File: src/rtl/mul_seq_unit_if.sv
// rtl/mul_seq_unit_if.sv - issue/writeback handshake bundle for the sequential multiplier
interface mul_seq_unit_if;
    logic        req_valid_i;
    logic        req_ready_o;
    logic [1:0]  op_i;
    logic [31:0] a_i;
    logic [31:0] b_i;
    logic        flush_i;
    logic        res_valid_o;
    logic        res_ready_i;
    logic [31:0] result_o;
    logic        busy_o;

    modport slave (
        input  req_valid_i, op_i, a_i, b_i, flush_i, res_ready_i,
        output req_ready_o, res_valid_o, result_o, busy_o
    );

    modport master (
        output req_valid_i, op_i, a_i, b_i, flush_i, res_ready_i,
        input  req_ready_o, res_valid_o, result_o, busy_o
    );
endinterface

File: src/rtl/mul_seq_unit.sv
// rtl/mul_seq_unit.sv - radix-2 shift-add RV32M multiplier built on a 32-bit ripple adder
module adder32 (
    input  logic [31:0] a_i,
    input  logic [31:0] b_i,
    input  logic        carry_i,
    output logic [31:0] sum_o,
    output logic        carry_o
);
    logic c;

    always_comb begin
        sum_o = '0;
        c     = carry_i;
        for (int i = 0; i < 32; i++) begin
            sum_o[i] = a_i[i] ^ b_i[i] ^ c;
            c        = (a_i[i] & b_i[i]) | (c & (a_i[i] ^ b_i[i]));
        end
        carry_o = c;
    end
endmodule

module mul_seq_unit #(
    parameter int XLEN      = 32,
    parameter bit ZERO_SKIP = 1'b1
) (
    input  logic           clk_i,
    input  logic           rst_i,
    mul_seq_unit_if.slave  bus
);
    typedef enum logic [1:0] {S_IDLE, S_CALC, S_FIX, S_DONE} state_t;

    state_t            state_q, state_d;
    logic [1:0]        op_q;
    logic              neg_q;
    logic [XLEN-1:0]   acc_hi_q, acc_lo_q, mcand_q, result_q;
    logic [4:0]        cnt_q;

    logic              accept, zero_op;
    logic              a_neg, b_neg;
    logic [XLEN-1:0]   mag_a, mag_b;
    logic [XLEN-1:0]   add_sum;
    logic              add_carry;
    logic [XLEN:0]     step;
    logic [2*XLEN-1:0] prod, fixed;

    // MULH treats both operands as signed, MULHSU only rs1
    assign a_neg   = ((bus.op_i == 2'b01) || (bus.op_i == 2'b10)) && bus.a_i[XLEN-1];
    assign b_neg   = (bus.op_i == 2'b01) && bus.b_i[XLEN-1];
    assign mag_a   = a_neg ? (~bus.a_i + XLEN'(1)) : bus.a_i;
    assign mag_b   = b_neg ? (~bus.b_i + XLEN'(1)) : bus.b_i;
    assign zero_op = (bus.a_i == '0) || (bus.b_i == '0);
    assign accept  = (state_q == S_IDLE) && bus.req_valid_i && !bus.flush_i;

    adder32 u_adder (
        .a_i     (acc_hi_q),
        .b_i     (mcand_q),
        .carry_i (1'b0),
        .sum_o   (add_sum),
        .carry_o (add_carry)
    );

    // Adder carry becomes the top bit of the right-shifted accumulator
    assign step  = acc_lo_q[0] ? {add_carry, add_sum} : {1'b0, acc_hi_q};
    assign prod  = {acc_hi_q, acc_lo_q};
    assign fixed = neg_q ? (~prod + (2*XLEN)'(1)) : prod;

    always_ff @(posedge clk_i) begin
        if (rst_i) begin
            state_q <= S_IDLE;
        end else begin
            state_q <= state_d;
        end
    end

    always_comb begin
        state_d = state_q;
        case (state_q)
            S_IDLE: if (accept) state_d = (ZERO_SKIP && zero_op) ? S_FIX : S_CALC;
            S_CALC: if (cnt_q == 5'd31) state_d = S_FIX;
            S_FIX:  state_d = S_DONE;
            S_DONE: if (bus.res_ready_i) state_d = S_IDLE;
            default: state_d = S_IDLE;
        endcase
        if (bus.flush_i && (state_q != S_IDLE)) state_d = S_IDLE;
    end

    always_ff @(posedge clk_i) begin
        if (rst_i) begin
            op_q     <= '0;
            neg_q    <= 1'b0;
            acc_hi_q <= '0;
            acc_lo_q <= '0;
            mcand_q  <= '0;
            cnt_q    <= '0;
            result_q <= '0;
        end else begin
            case (state_q)
                S_IDLE: begin
                    if (accept) begin
                        op_q     <= bus.op_i;
                        neg_q    <= a_neg ^ b_neg;
                        acc_hi_q <= '0;
                        // A skipped zero product still passes through FIX, so clear the low half
                        acc_lo_q <= (ZERO_SKIP && zero_op) ? '0 : mag_b;
                        mcand_q  <= mag_a;
                        cnt_q    <= '0;
                    end
                end
                S_CALC: begin
                    acc_hi_q <= step[XLEN:1];
                    acc_lo_q <= {step[0], acc_lo_q[XLEN-1:1]};
                    cnt_q    <= cnt_q + 5'd1;
                end
                S_FIX: begin
                    if (!bus.flush_i) begin
                        result_q <= (op_q == 2'b00) ? fixed[XLEN-1:0] : fixed[2*XLEN-1:XLEN];
                    end
                end
                default: ;
            endcase
        end
    end

    assign bus.req_ready_o = (state_q == S_IDLE);
    assign bus.res_valid_o = (state_q == S_DONE);
    assign bus.busy_o      = (state_q != S_IDLE);
    assign bus.result_o    = result_q;
endmodule

File: src/flat_wrapper.sv
// flat-port wrapper written by rule: the top's interface ports become plain ports
module mul_seq_unit_flat 
#(
    parameter int XLEN      = 32,
    parameter bit ZERO_SKIP = 1'b1
)
  (clk_i, rst_i, bus_req_valid_i, bus_op_i, bus_a_i, bus_b_i, bus_flush_i, bus_res_ready_i, bus_req_ready_o, bus_res_valid_o, bus_result_o, bus_busy_o);
  mul_seq_unit_if bus_i ();
  input  logic clk_i;
  input  logic rst_i;
  input wire logic [$bits(bus_i.req_valid_i)-1:0] bus_req_valid_i;
  input wire logic [$bits(bus_i.op_i)-1:0] bus_op_i;
  input wire logic [$bits(bus_i.a_i)-1:0] bus_a_i;
  input wire logic [$bits(bus_i.b_i)-1:0] bus_b_i;
  input wire logic [$bits(bus_i.flush_i)-1:0] bus_flush_i;
  input wire logic [$bits(bus_i.res_ready_i)-1:0] bus_res_ready_i;
  output wire logic [$bits(bus_i.req_ready_o)-1:0] bus_req_ready_o;
  output wire logic [$bits(bus_i.res_valid_o)-1:0] bus_res_valid_o;
  output wire logic [$bits(bus_i.result_o)-1:0] bus_result_o;
  output wire logic [$bits(bus_i.busy_o)-1:0] bus_busy_o;
  assign bus_i.req_valid_i = bus_req_valid_i;
  assign bus_i.op_i = bus_op_i;
  assign bus_i.a_i = bus_a_i;
  assign bus_i.b_i = bus_b_i;
  assign bus_i.flush_i = bus_flush_i;
  assign bus_i.res_ready_i = bus_res_ready_i;
  assign bus_req_ready_o = bus_i.req_ready_o;
  assign bus_res_valid_o = bus_i.res_valid_o;
  assign bus_result_o = bus_i.result_o;
  assign bus_busy_o = bus_i.busy_o;
  mul_seq_unit #(.XLEN(XLEN), .ZERO_SKIP(ZERO_SKIP)) u_core (.clk_i(clk_i), .rst_i(rst_i), .bus(bus_i));
endmodule
File: config.mk
export PLATFORM = sky130hd
export DESIGN_NAME = mul_seq_unit_flat
export DESIGN_NICKNAME = d
export VERILOG_FILES = /design/src/rtl/mul_seq_unit_if.sv /design/src/rtl/mul_seq_unit.sv /design/src/flat_wrapper.sv
export SDC_FILE = /design/constraint.sdc
export NUM_CORES = 1
export LEC_CHECK = 0
export BUFFER_PORTS_ARGS = -buffer_cell sky130_fd_sc_hd__buf_4
export CORE_ASPECT_RATIO = 0.75
export CORE_MARGIN = 3
export CORE_UTILIZATION = 37
export CTS_CLUSTER_SIZE = 24
export DETAILED_ROUTE_END_ITERATION = 8
export GPL_TIMING_DRIVEN = 0
export SETUP_SLACK_MARGIN = 0.5
export SKIP_CTS_REPAIR_TIMING = 1
export SYNTH_ARGS = -nofsm -noshare
export SYNTH_HDL_FRONTEND = slang
export SYNTH_SLANG_ARGS = --single-unit
File: constraint.sdc
create_clock -name clk_i -period 15.45 [get_ports clk_i]
set_input_delay 2.3175 -clock clk_i [delete_from_list [all_inputs] [get_ports clk_i]]
set_output_delay 2.3175 -clock clk_i [all_outputs]
set_load 0.02 [all_outputs]
==> summary.md, run 1 <==
| Metric | Value |
|---|---|
| EDFF count, synth | `0` |
| R2R Setup Slk | `1.75 ns` |
| Top cells by area, synth | `dfxtp_1 (29%), xnor2_1 (6.5%), fa_1 (6.4%), nor2_1 (5.2%), nand2_1 (4.8%)` |
| Routed len/inst | `21.3 µm` |
| Gp weighted congestion | `0.970` |
| Setup_tns | `0 ns` |
| Clock power frac | `0.269` |
| Die X-Extent | `192 µm` |
| Initial Util | `0.381` |
| Net load switching power | `0.669 mW` |
| Die height | `146 µm` |
| DR pass1 iterations | `6` |
| Worst min-delay path endpoint | `u_core.mcand_q[31]` |
| Power per Cell Area | `133 nW/µm²` |
| Avg Cell Area, Syn | `7.78 µm²` |
| Clock slew at reported path FFs | `0.06 ns` |
| Worst r2r dst | `u_core.acc_hi_q[31]` |
| DRC Markers | `0` |
| DP HPWL | `28.9 mm` |
| Post-synth cell types | `66` |
| Crit-path max cell delay | `0.47 ns` |
| CTS root buf | `clkbuf_16` |
| Hold path start | `u_core.mcand_q[31]` |
| Worst setup SP type | `flop` |
| Initial antenna violation count | `0` |
| Remaining Overflow, GRT | `0` |
| Async SR Flop Fraction | `0` |
| Commonest non-fill, non-tap cell in the layout | `dfxtp_1` |
| Net Sw Frac | `0.440` |
| Die ar. | `28000 µm²` |
| Ys flop type | `dfxtp_1` |
| Post-synthesis sequential area ratio | `0.287` |
| Syn-to-layout area delta | `18.4%` |
| Ant. Diodes | `0` |
| Status | `completed` |
| Crit path kind | `reg2reg` |
| Cell with the most instances on the worst path | `fa_1` |
| Flop pwr share | `0.299` |
| Share of cells above drive strength 1 | `0.111` |
| Row cnt | `50` |
| CP max FO | `8` |
| Via density | `5.90` |
| Fill cells | `2635` |
| DRT iter0 DRCs | `1191` |
| LEAKAGE | `3.74 nW` |
| Synth top area share | `0.287` |
| Crit path DAT | `14.06 ns` |
| Io pins | `106` |
| Max Clock Skew | `0.0140 ns` |
| Final Cycle Share | `0.887` |
| Required @ worst endpoint | `15.81 ns` |
| Worst-case clock buffer depth | `2` |
| Rel. slew slack | `0.0508` |
| Non-Filler Instances | `1710` |
| CP max stage cell | `fa_1` |
| Largest net degree at the start of global routing | `17` |
| Post-Synthesis Cell Area | `9640 µm²` |
| TritonCTS clock tree | `done` |
| MaxCap Viol Count | `0` |
| Crit Reg-Reg Startpoint | `u_core.acc_hi_q[1]` |
| Pins Over Slew Limit | `0` |
| # H-tree levels | `4` |
| Worst vdd ir | `0.0838 mV` |
| Comb pwr share | `0.432` |
| Post-route ant nets | `0` |
| First-pass GRT wire length | `55.5 mm` |
| YS warnings | `0` |
| Worst min path class | `reg2reg` |
| Least-Margin Pin Slew | `1.41 ns` |
| Port Buffers | `104` |
| Core area | `25300 µm²` |
| Total GRT Usage | `0.257` |
| Worst r2r path cells | `37` |
| Placed Instances | `1681` |
| Clock sinks | `138` |
| Setup Viol. Count Final | `0` |
| Fin crit period | `13.70 ns` |
| Nets | `1475` |
| DRT Wirelength | `36.5 mm` |
| Syn_nets | `1352` |
| Synth Register Bits | `138` |
| Hold path cells | `2` |
| Inserted Clock Buffers | `17` |
| Largest area contributor in the synthesized netlist | `dfxtp_1` |
| Vias in the first global route | `9358` |
| Cells after synthesis | `1239` |
| Max Clk Rate | `0.0730 GHz` |
| CP Capture Type | `flop` |
| P_int | `0.852 mW` |
| Final Hold Fails | `0` |
| Unrepaired setup endpoints after global routing | `false` |
| Most frequent cells in the layout | `dfxtp_1 (138), nor2_1 (134), nand2_1 (123), buf_4 (104), clkbuf_1 (94)` |
| Clk Latency, worst-skew pair | `0.44 ns` |
| Via count of the routed design | `10100` |
metrics by stage:
| stage | setup slack [ns] | util | hold WS, ns | area (µm²) | total power [mW] |
|---|---|---|---|---|---|
| global route | 1.27 | 0.451 | 0.487 | 11400 | 1.60 |
| global placement | 2.01 | 0.429 | 0.451 | 10800 | 1.09 |
| CTS | 1.83 | 0.451 | 0.462 | 11400 | 1.50 |
| detailed placement | 1.90 | 0.429 | 0.454 | 10800 | 1.09 |
| floorplan | 2.70 | - | 0.436 | 9640 | 0.868 |
| finish | 1.75 | 0.451 | 0.466 | 11400 | 1.52 |
area by class of cell:
class                           instances  area, µm²  share of cell area
Timing Repair Buffer                  104        781              0.0684
Multi-Input combinational cell        920       6180               0.542
Clock inverter                          8       96.3             0.00844
Inverter                               80        300              0.0263
Sequential cell                       138       2760               0.242
Clock buffer                           21        470              0.0412
Buffer                                101        397              0.0348
Tap cell                              338        423              0.0371
how the worst max path moves through the flow:
stage | from | end | slack, ns
3_5_place_dp | u_core.acc_hi_q[1] | u_core.acc_hi_q[31] | 1.90
3_3_place_gp | u_core.acc_hi_q[1] | u_core.acc_hi_q[31] | 2.01
6_report | u_core.acc_hi_q[1] | u_core.acc_hi_q[31] | 1.75
2_1_floorplan | u_core.acc_hi_q[1] | u_core.acc_hi_q[31] | 2.70
4_1_cts | u_core.acc_hi_q[1] | u_core.acc_hi_q[31] | 1.83
5_1_grt | u_core.acc_hi_q[1] | u_core.acc_hi_q[31] | 1.27
per-layer routing:
layer | GRT usage | part of all wire | vias to the layer above | routed length, µm
li1 | - | - | 4751 | -
met1 | 0.403 | 0.48 | 4853 | 17600
met2 | 0.335 | 0.39 | 468 | 14100
met3 | 0.0881 | 0.12 | 24 | 4250
met4 | 0.0495 | 0.013 | 0 | 470
met5 | 0 | 0 | - | 0
power by group through the flow:
stage | logic, mW | registers (mW) | clock network, mW
4_1_cts | 0.636 | 0.453 | 0.411
5_1_grt | 0.712 | 0.460 | 0.429
2_1_floorplan | 0.418 | 0.450 | 0
6_report | 0.656 | 0.455 | 0.409
3_3_place_gp | 0.631 | 0.459 | 0
3_5_place_dp | 0.633 | 0.460 | 0
logic make-up after synthesis:
kind of cell,count (synthesis),synth area share
AND/OR/NAND/NOR,438,0.217
AO/OA/AOI/OAI,332,0.246
buffers and inverters,181,0.0723
flip-flops,138,0.287
XOR/XNOR,99,0.0900
adder cells (fa/ha/maj),42,0.0787
multiplexers,9,0.00948
critical path, delay by kind of cell, from the launching register on:
family	cells	cell delay (ns)
compound gates	1	0.14
buf+inv	4	0.61
flops	1	0.30
fa+ha+maj	31	12.21
simple gates	1	0.36
sequential cells by signal (all words and copies together) (netlist names):
| register | flops |
|---|---|
| u_core.cnt_q | 5 |
| u_core.bus.result_o | 32 |
| u_core.acc_hi_q | 32 |
| u_core.op_q | 2 |
| u_core.state_q | 2 |
| u_core.acc_lo_q | 32 |
| u_core.neg_q | 1 |
| u_core.mcand_q | 32 |
cell usage after synthesis, types with 5 or more instances:
master and number:
mux2i_1 8, o2111ai_1 30, a31oi_1 7, o31ai_1 33
dfxtp_1 138, nand4_1 13, o221ai_1 6, inv_1 80
or2_2 5, a221oi_1 36, nand3_1 16, o211ai_1 8
o21ai_0 40, fa_1 31, xor2_1 27, nor4_1 20
or4_1 19, or3_1 18, nor3_1 56, xnor2_1 72
a311oi_1 6, a211oi_1 37, nor2_1 134, a22oi_1 6
a21oi_1 73, o41ai_1 18, nand2_1 123, clkbuf_1 93
nand4b_1 5, ha_1 11
(Power assumes the default switching activity.)
==> inputs of run 2 (changes only) <==
Settings changed: CTS_BUF_LIST from default to sky130_fd_sc_hd__clkbuf_16.
Clock period 15.45 ns to 14.6 ns, I/O delays scaled along.
==> run 2 against run 1 <==
The flow now finishes with violations (capacitance limit). Fmax increased by 0.82%. First-iteration DRC count decreased by 0.92%. Clock skew about the same. Die area unchanged. Hold slack about the same. Highest routed layer unchanged. Count of clock-buffer cells in the layout decreased by 4. Setup slack got worse by 0.74 ns. Clock power increased by 1%. Utilization decreased by 0.11 points. Wire length increased by 0.18%.
==> summary.md, run 2 (synthesis results as in run 1) <==
| Metric | Value |
|---|---|
| Die X-Extent | `192 µm` |
| Ant. Diodes | `0` |
| Post-DP Area | `10800 µm²` |
| Share of cells above drive strength 1 | `0.109` |
| Status | `complete, but fails checks` |
| Routed len/inst | `21.4 µm` |
| Worst min path class | `reg2reg` |
| Net Sw Frac | `0.443` |
| P_int | `0.885 mW` |
| Max Clock Skew | `0.0142 ns` |
| Metal-1 WL | `17.5 mm` |
| Via density | `5.97` |
| Crit-path max cell delay | `0.51 ns` |
| Failing checks | `capacitance limit` |
| Crit path kind | `reg2reg` |
| Total GRT Usage | `0.258` |
| Power per Cell Area | `140 nW/µm²` |
| Post-route ant nets | `0` |
| Net load switching power | `0.704 mW` |
| Clock sinks | `138` |
| Most frequent cells in the layout | `dfxtp_1 (138), nor2_1 (134), nand2_1 (123), buf_4 (104), clkbuf_1 (92)` |
| Worst setup SP type | `flop` |
| Row cnt | `50` |
| CP Capture Type | `flop` |
| DRT iter0 DRCs | `1180` |
| Setup WS post-layout | `1.01 ns` |
| Die ar. | `28000 µm²` |
| DP HPWL | `28.9 mm` |
| Clock power frac | `0.261` |
| Core area | `25300 µm²` |
| Flop pwr share | `0.303` |
| Setup Viol. Count Final | `0` |
| Comb pwr share | `0.436` |
| LEAKAGE | `3.74 nW` |
| # H-tree levels | `4` |
| Setup_tns | `0 ns` |
| Worst vdd ir | `0.0888 mV` |
| Crit Reg-Reg Startpoint | `u_core.acc_hi_q[0]` |
| MaxCap Viol Count | `1` |
| Initial Util | `0.381` |
| Clk Latency, worst-skew pair | `0.44 ns` |
| Final Hold Fails | `0` |
| Via count of the routed design | `10200` |
| Worst-case clock buffer depth | `2` |
| CP max stage cell | `dfxtp_1` |
| Remaining Overflow, GRT | `0` |
| Port Buffers | `104` |
| Overall Power | `1.59 mW` |
| Least-Margin Pin Slew | `1.45 ns` |
| Rel. slew slack | `0.0233` |
| Die height | `146 µm` |
| First-pass GRT wire length | `55.5 mm` |
| Required @ worst endpoint | `14.96 ns` |
| WL met2 | `14.1 mm` |
| TritonCTS clock tree | `done` |
| Top sig layer | `met4` |
| CP max FO | `6` |
| Origin of the worst setup path | `u_core.acc_hi_q[0]` |
| Io pins | `106` |
| Fin crit period | `13.59 ns` |
| DRT Wirelength | `36.5 mm` |
| Nets | `1475` |
| Pins Over Slew Limit | `0` |
| Cell area after layout | `11400 µm²` |
| Syn-to-layout area delta | `18.1%` |
| Max Clk Rate | `0.0736 GHz` |
| Post-Place Setup Slack | `1.05 ns` |
| Unrepaired setup endpoints after global routing | `false` |
| Met3 wire len | `4.38 mm` |
| DRC Markers | `0` |
| CTS root buf | `clkbuf_16` |
| Gp weighted congestion | `0.970` |
| Cell with the most instances on the worst path | `fa_1` |
| Largest net degree at the start of global routing | `17` |
| Initial antenna violation count | `0` |
| Inserted Clock Buffers | `17` |
| Final Cycle Share | `0.931` |
| Crit path DAT | `13.95 ns` |
| Commonest non-fill, non-tap cell in the layout | `dfxtp_1` |
| Vias in the first global route | `9359` |
| DR pass1 iterations | `8` |
| Hold path start | `u_core.mcand_q[31]` |
| Clock slew at reported path FFs | `0.06 ns` |
-- run 2: cell count changes in the layout (fill, tap and decap cells not counted) --
cell | before | now
clkbuf_8 | 3 | 0
inv_1 | 80 | 81
clkbuf_1 | 94 | 92
clkbuf_2 | 0 | 1
clkinv_1 | 0 | 3
-- run 2: power groups by stage --
| stage | sequential (mW) | clock (mW) | combinational (mW) |
|---|---|---|---|
| 2_1_floorplan | 0.476 | 0 | 0.442 |
| 3_3_place_gp | 0.486 | 0 | 0.667 |
| 3_5_place_dp | 0.487 | 0 | 0.670 |
| 4_1_cts | 0.479 | 0.417 | 0.673 |
| 5_1_grt | 0.487 | 0.437 | 0.753 |
| 6_report | 0.481 | 0.415 | 0.693 |
-- run 2: per-stage QoR --
step | util | cells | hold slack [ns]
floorplan | - | 1239 | 0.436
global placement | 0.429 | 1681 | 0.451
detailed placement | 0.429 | 1681 | 0.454
CTS | 0.450 | 1710 | 0.462
global route | 0.450 | 1710 | 0.487
finish | 0.450 | 1710 | 0.466
-- run 2: worst paths after layout --
path                                             to  slack [ns]  cells after the start
worst min register to register   u_core.mcand_q[31]        0.47                      2
worst max register to register  u_core.acc_hi_q[31]        1.01                     37
worst min-delay path             u_core.mcand_q[31]        0.47                      2
worst max-delay path            u_core.acc_hi_q[31]        1.01                     37
-- run 2: cell type report --
cell class              instances  area [µm²]
fillers                      2637       13900
multi-input cells             920        6180
flip-flops and latches        138        2760
repair buffers                104         781
clock buffers                  17         425
well taps                     338         423
plain buffers                 101         398
inverters                      80         300
clock inverters                12         111
-- run 2: worst max-delay path: cells and delay by family, from the launching register on --
| family | cells | cell delay, ns |
|---|---|---|
| and+or+nand+nor | 1 | 0.36 |
| buffers and inverters | 3 | 0.17 |
| adders and majority gates | 32 | 12.34 |
| DFF | 1 | 0.51 |
| AOI/OAI and AO/OA | 1 | 0.14 |
-- run 2: routing by layer --
layer / vias up / GRT usage
met5: - / 0
met4: 0 / 0.0495
met1: 4936 / 0.404
met3: 34 / 0.0881
li1: 4747 / -
met2: 490 / 0.335
==> inputs of run 3 (changes only) <==
Settings changed: SYNTH_HIERARCHICAL from default to 1.
==> run 3 against run 2 <==
The flow still finishes with violations (capacitance limit). Utilization grew 0.29 points. Die area shrank 1.1%. Power grew 0.62%. Register-to-register slack gained 0.27 ns. Wire length shrank 0.72%. Count of clock-buffer cells in the layout is the same. Area after synthesis shrank 1.1%.
==> summary.md, run 3 <==
| Metric | Value |
|---|---|
| Cells after synthesis | `1210` |
| Clock power frac | `0.307` |
| Met2 Usage GRT | `0.344` |
| Cell with the most instances on the worst path | `fa_1` |
| Avg Cell Area, Syn | `7.88 µm²` |
| Most frequent cells in the layout | `nor2_1 (138), dfxtp_1 (138), nand2_1 (107), buf_4 (105), clkbuf_1 (87)` |
| Setup_tns | `0 ns` |
| CTS root buf | `clkbuf_16` |
| Rel. slew slack | `0.0118` |
| DRT Wirelength | `36.3 mm` |
| Largest area contributor in the synthesized netlist | `dfxtp_1` |
| Synth Register Bits | `138` |
| Area share of fa/ha/maj cells after synthesis | `0.0816` |
| First-pass GRT wire length | `54.6 mm` |
| CP Capture Type | `flop` |
| DP HPWL | `28.2 mm` |
| Gp weighted congestion | `1.01` |
| Crit path kind | `reg2reg` |
| Syn-to-layout area delta | `19.6%` |
| Final Cycle Share | `0.912` |
| Worst vdd ir | `0.0930 mV` |
| Syn_nets | `1324` |
| Initial antenna violation count | `0` |
| Core area | `25100 µm²` |
| Least-Margin Pin Slew | `1.48 ns` |
| Ys flop type | `dfxtp_1` |
| Post-synth top cells | `dfxtp_1 (138), nor2_1 (138), nand2_1 (107)` |
| Net load switching power | `0.658 mW` |
| Status | `complete, but fails checks` |
| Die height | `145 µm` |
| Port Buffers | `105` |
| Fill cells | `2593` |
| CP max FO | `2` |
| Max Clk Rate | `0.0751 GHz` |
| M1 GR Usage | `0.398` |
| CP max stage cell | `fa_1` |
| Via density | `5.99` |
| Ant. Diodes | `0` |
| P_int | `0.941 mW` |
| Routed len/inst | `21.5 µm` |
| Nets | `1448` |
| Flop pwr share | `0.300` |
| XOR/XNOR Fraction of Synth Area | `0.0799` |
| Crit path DAT | `13.67 ns` |
| DRT iter0 DRCs | `1294` |
| Largest net degree at the start of global routing | `17` |
| Async SR Flop Fraction | `0` |
| Post-Synth Simple-Gate Area | `0.236` |
| Routing usage on met3 | `0.0652` |
| MaxCap Viol Count | `1` |
| Compound-Gate Fraction of Synth Area | `0.219` |
| Via count of the routed design | `10100` |
| Post-synthesis sequential area ratio | `0.290` |
| Post-route ant nets | `0` |
| Unrepaired setup endpoints after global routing | `false` |
| Net Sw Frac | `0.411` |
| Fin crit period | `13.32 ns` |
| LEAKAGE | `4.22 nW` |
| Top cells by area, synth | `dfxtp_1 (29%), fa_1 (6.7%), nor2_1 (5.4%), nand2_1 (4.2%), a21oi_1 (4.1%)` |
| Io pins | `106` |
| Post-synth cell types | `65` |
| Die ar. | `27700 µm²` |
| Post-Synthesis Cell Area | `9530 µm²` |
| Failing checks | `capacitance limit` |
| Vias in the first global route | `8976` |
| # H-tree levels | `4` |
| DRC Markers | `0` |
| Synth top area share | `0.290` |
| TritonCTS clock tree | `done` |
| Clk Latency, worst-skew pair | `0.43 ns` |
| Worst setup SP type | `flop` |
| Largest family of logic cells by synthesized area | `simple AND/OR/NAND/NOR gates` |
| DR pass1 iterations | `5` |
| Overall Power | `1.60 mW` |
| Required @ worst endpoint | `14.95 ns` |
| Pins Over Slew Limit | `0` |
| YS warnings | `6` |
| Power per Cell Area | `140 nW/µm²` |
| Mux contribution to synthesized area | `0.0437` |
| Comb pwr share | `0.393` |
| Inserted Clock Buffers | `17` |
| Initial Util | `0.379` |
| Remaining Overflow, GRT | `0` |
| Crit-path max cell delay | `0.43 ns` |
| Row cnt | `50` |
| Busiest layer in global routing | `met1` |
| Die X-Extent | `191 µm` |
| Clock slew at reported path FFs | `0.06 ns` |
| Share of cells above drive strength 1 | `0.131` |
| Max Clock Skew | `0.00848 ns` |
| Setup Viol. Count Final | `0` |
| Clock sinks | `138` |
| Total GRT Usage | `0.256` |
| Worst min path class | `reg2reg` |
| Final Hold Fails | `0` |
| Worst-case clock buffer depth | `2` |
| EDFF count, synth | `0` |
==> run 3: metrics by stage <==
stage / worst slack [ns] / instance area [µm²] / utilization / instances / hold slack [ns]
6_report: 1.28 / 11400 / 0.453 / 1685 / 0.440
3_3_place_gp: 1.37 / 10700 / 0.427 / 1653 / 0.430
5_1_grt: 0.924 / 11400 / 0.453 / 1685 / 0.466
3_5_place_dp: 1.31 / 10700 / 0.427 / 1653 / 0.438
4_1_cts: 1.24 / 11400 / 0.453 / 1685 / 0.446
2_1_floorplan: 1.76 / 9530 / - / 1210 / 0.432
==> run 3: final timing paths <==
check,start,to,slack (ns),cells past startpoint
max,u_core/acc_hi_q[0],u_core/acc_hi_q[30],1.28,39
min,u_core/bus.result_o[7],u_core/bus.result_o[7],0.44,2
max reg2reg,u_core/acc_hi_q[0],u_core/acc_hi_q[30],1.28,39
min reg2reg,u_core/bus.result_o[7],u_core/bus.result_o[7],0.44,2
==> run 3: area by class of cell <==
| class | count | area [µm²] | share of cell area |
|---|---|---|---|
| well taps | 338 | 423 | 0.0371 |
| clock inverters | 15 | 230 | 0.0202 |
| clock buffers | 17 | 425 | 0.0373 |
| plain buffers | 94 | 355 | 0.0312 |
| multi-input cells | 949 | 6300 | 0.553 |
| repair buffers | 105 | 788 | 0.0692 |
| inverters | 29 | 109 | 0.00955 |
| flip-flops and latches | 138 | 2760 | 0.242 |
==> run 3: per-layer routing <==
layer	part of all wire	routed length (µm)	vias to the layer above
li1	-	-	4674
met1	0.47	17200	4843
met2	0.40	14700	523
met3	0.099	3600	50
met4	0.023	837	0
met5	0	0	-
==> run 3: critical path, delay by kind of cell (launching register included) <==
kind	cells	cell delay, ns
AND/OR/NAND/NOR	1	0.08
adder cells (fa/ha/maj)	32	12.25
AO/OA/AOI/OAI	1	0.17
buffers and inverters	4	0.26
flip-flops	1	0.32
multiplexers	1	0.13
==> run 3: power groups by stage <==
| stage | sequential [mW] | clock, mW | combinational, mW |
|---|---|---|---|
| 2_1_floorplan | 0.475 | 0 | 0.394 |
| 3_3_place_gp | 0.485 | 0 | 0.602 |
| 3_5_place_dp | 0.486 | 0 | 0.605 |
| 4_1_cts | 0.478 | 0.495 | 0.609 |
| 5_1_grt | 0.485 | 0.512 | 0.681 |
| 6_report | 0.479 | 0.491 | 0.629 |
==> run 3: logic make-up (layout without fill, tap and decap cells) <==
kind of cell | after synthesis | in the layout
AO/OA/AOI/OAI | 313 | 313
XOR/XNOR | 87 | 87
adder cells (fa/ha/maj) | 43 | 43
buffers and inverters | 123 | 260
flip-flops | 138 | 138
multiplexers | 38 | 38
other | 1 | 1
AND/OR/NAND/NOR | 467 | 467
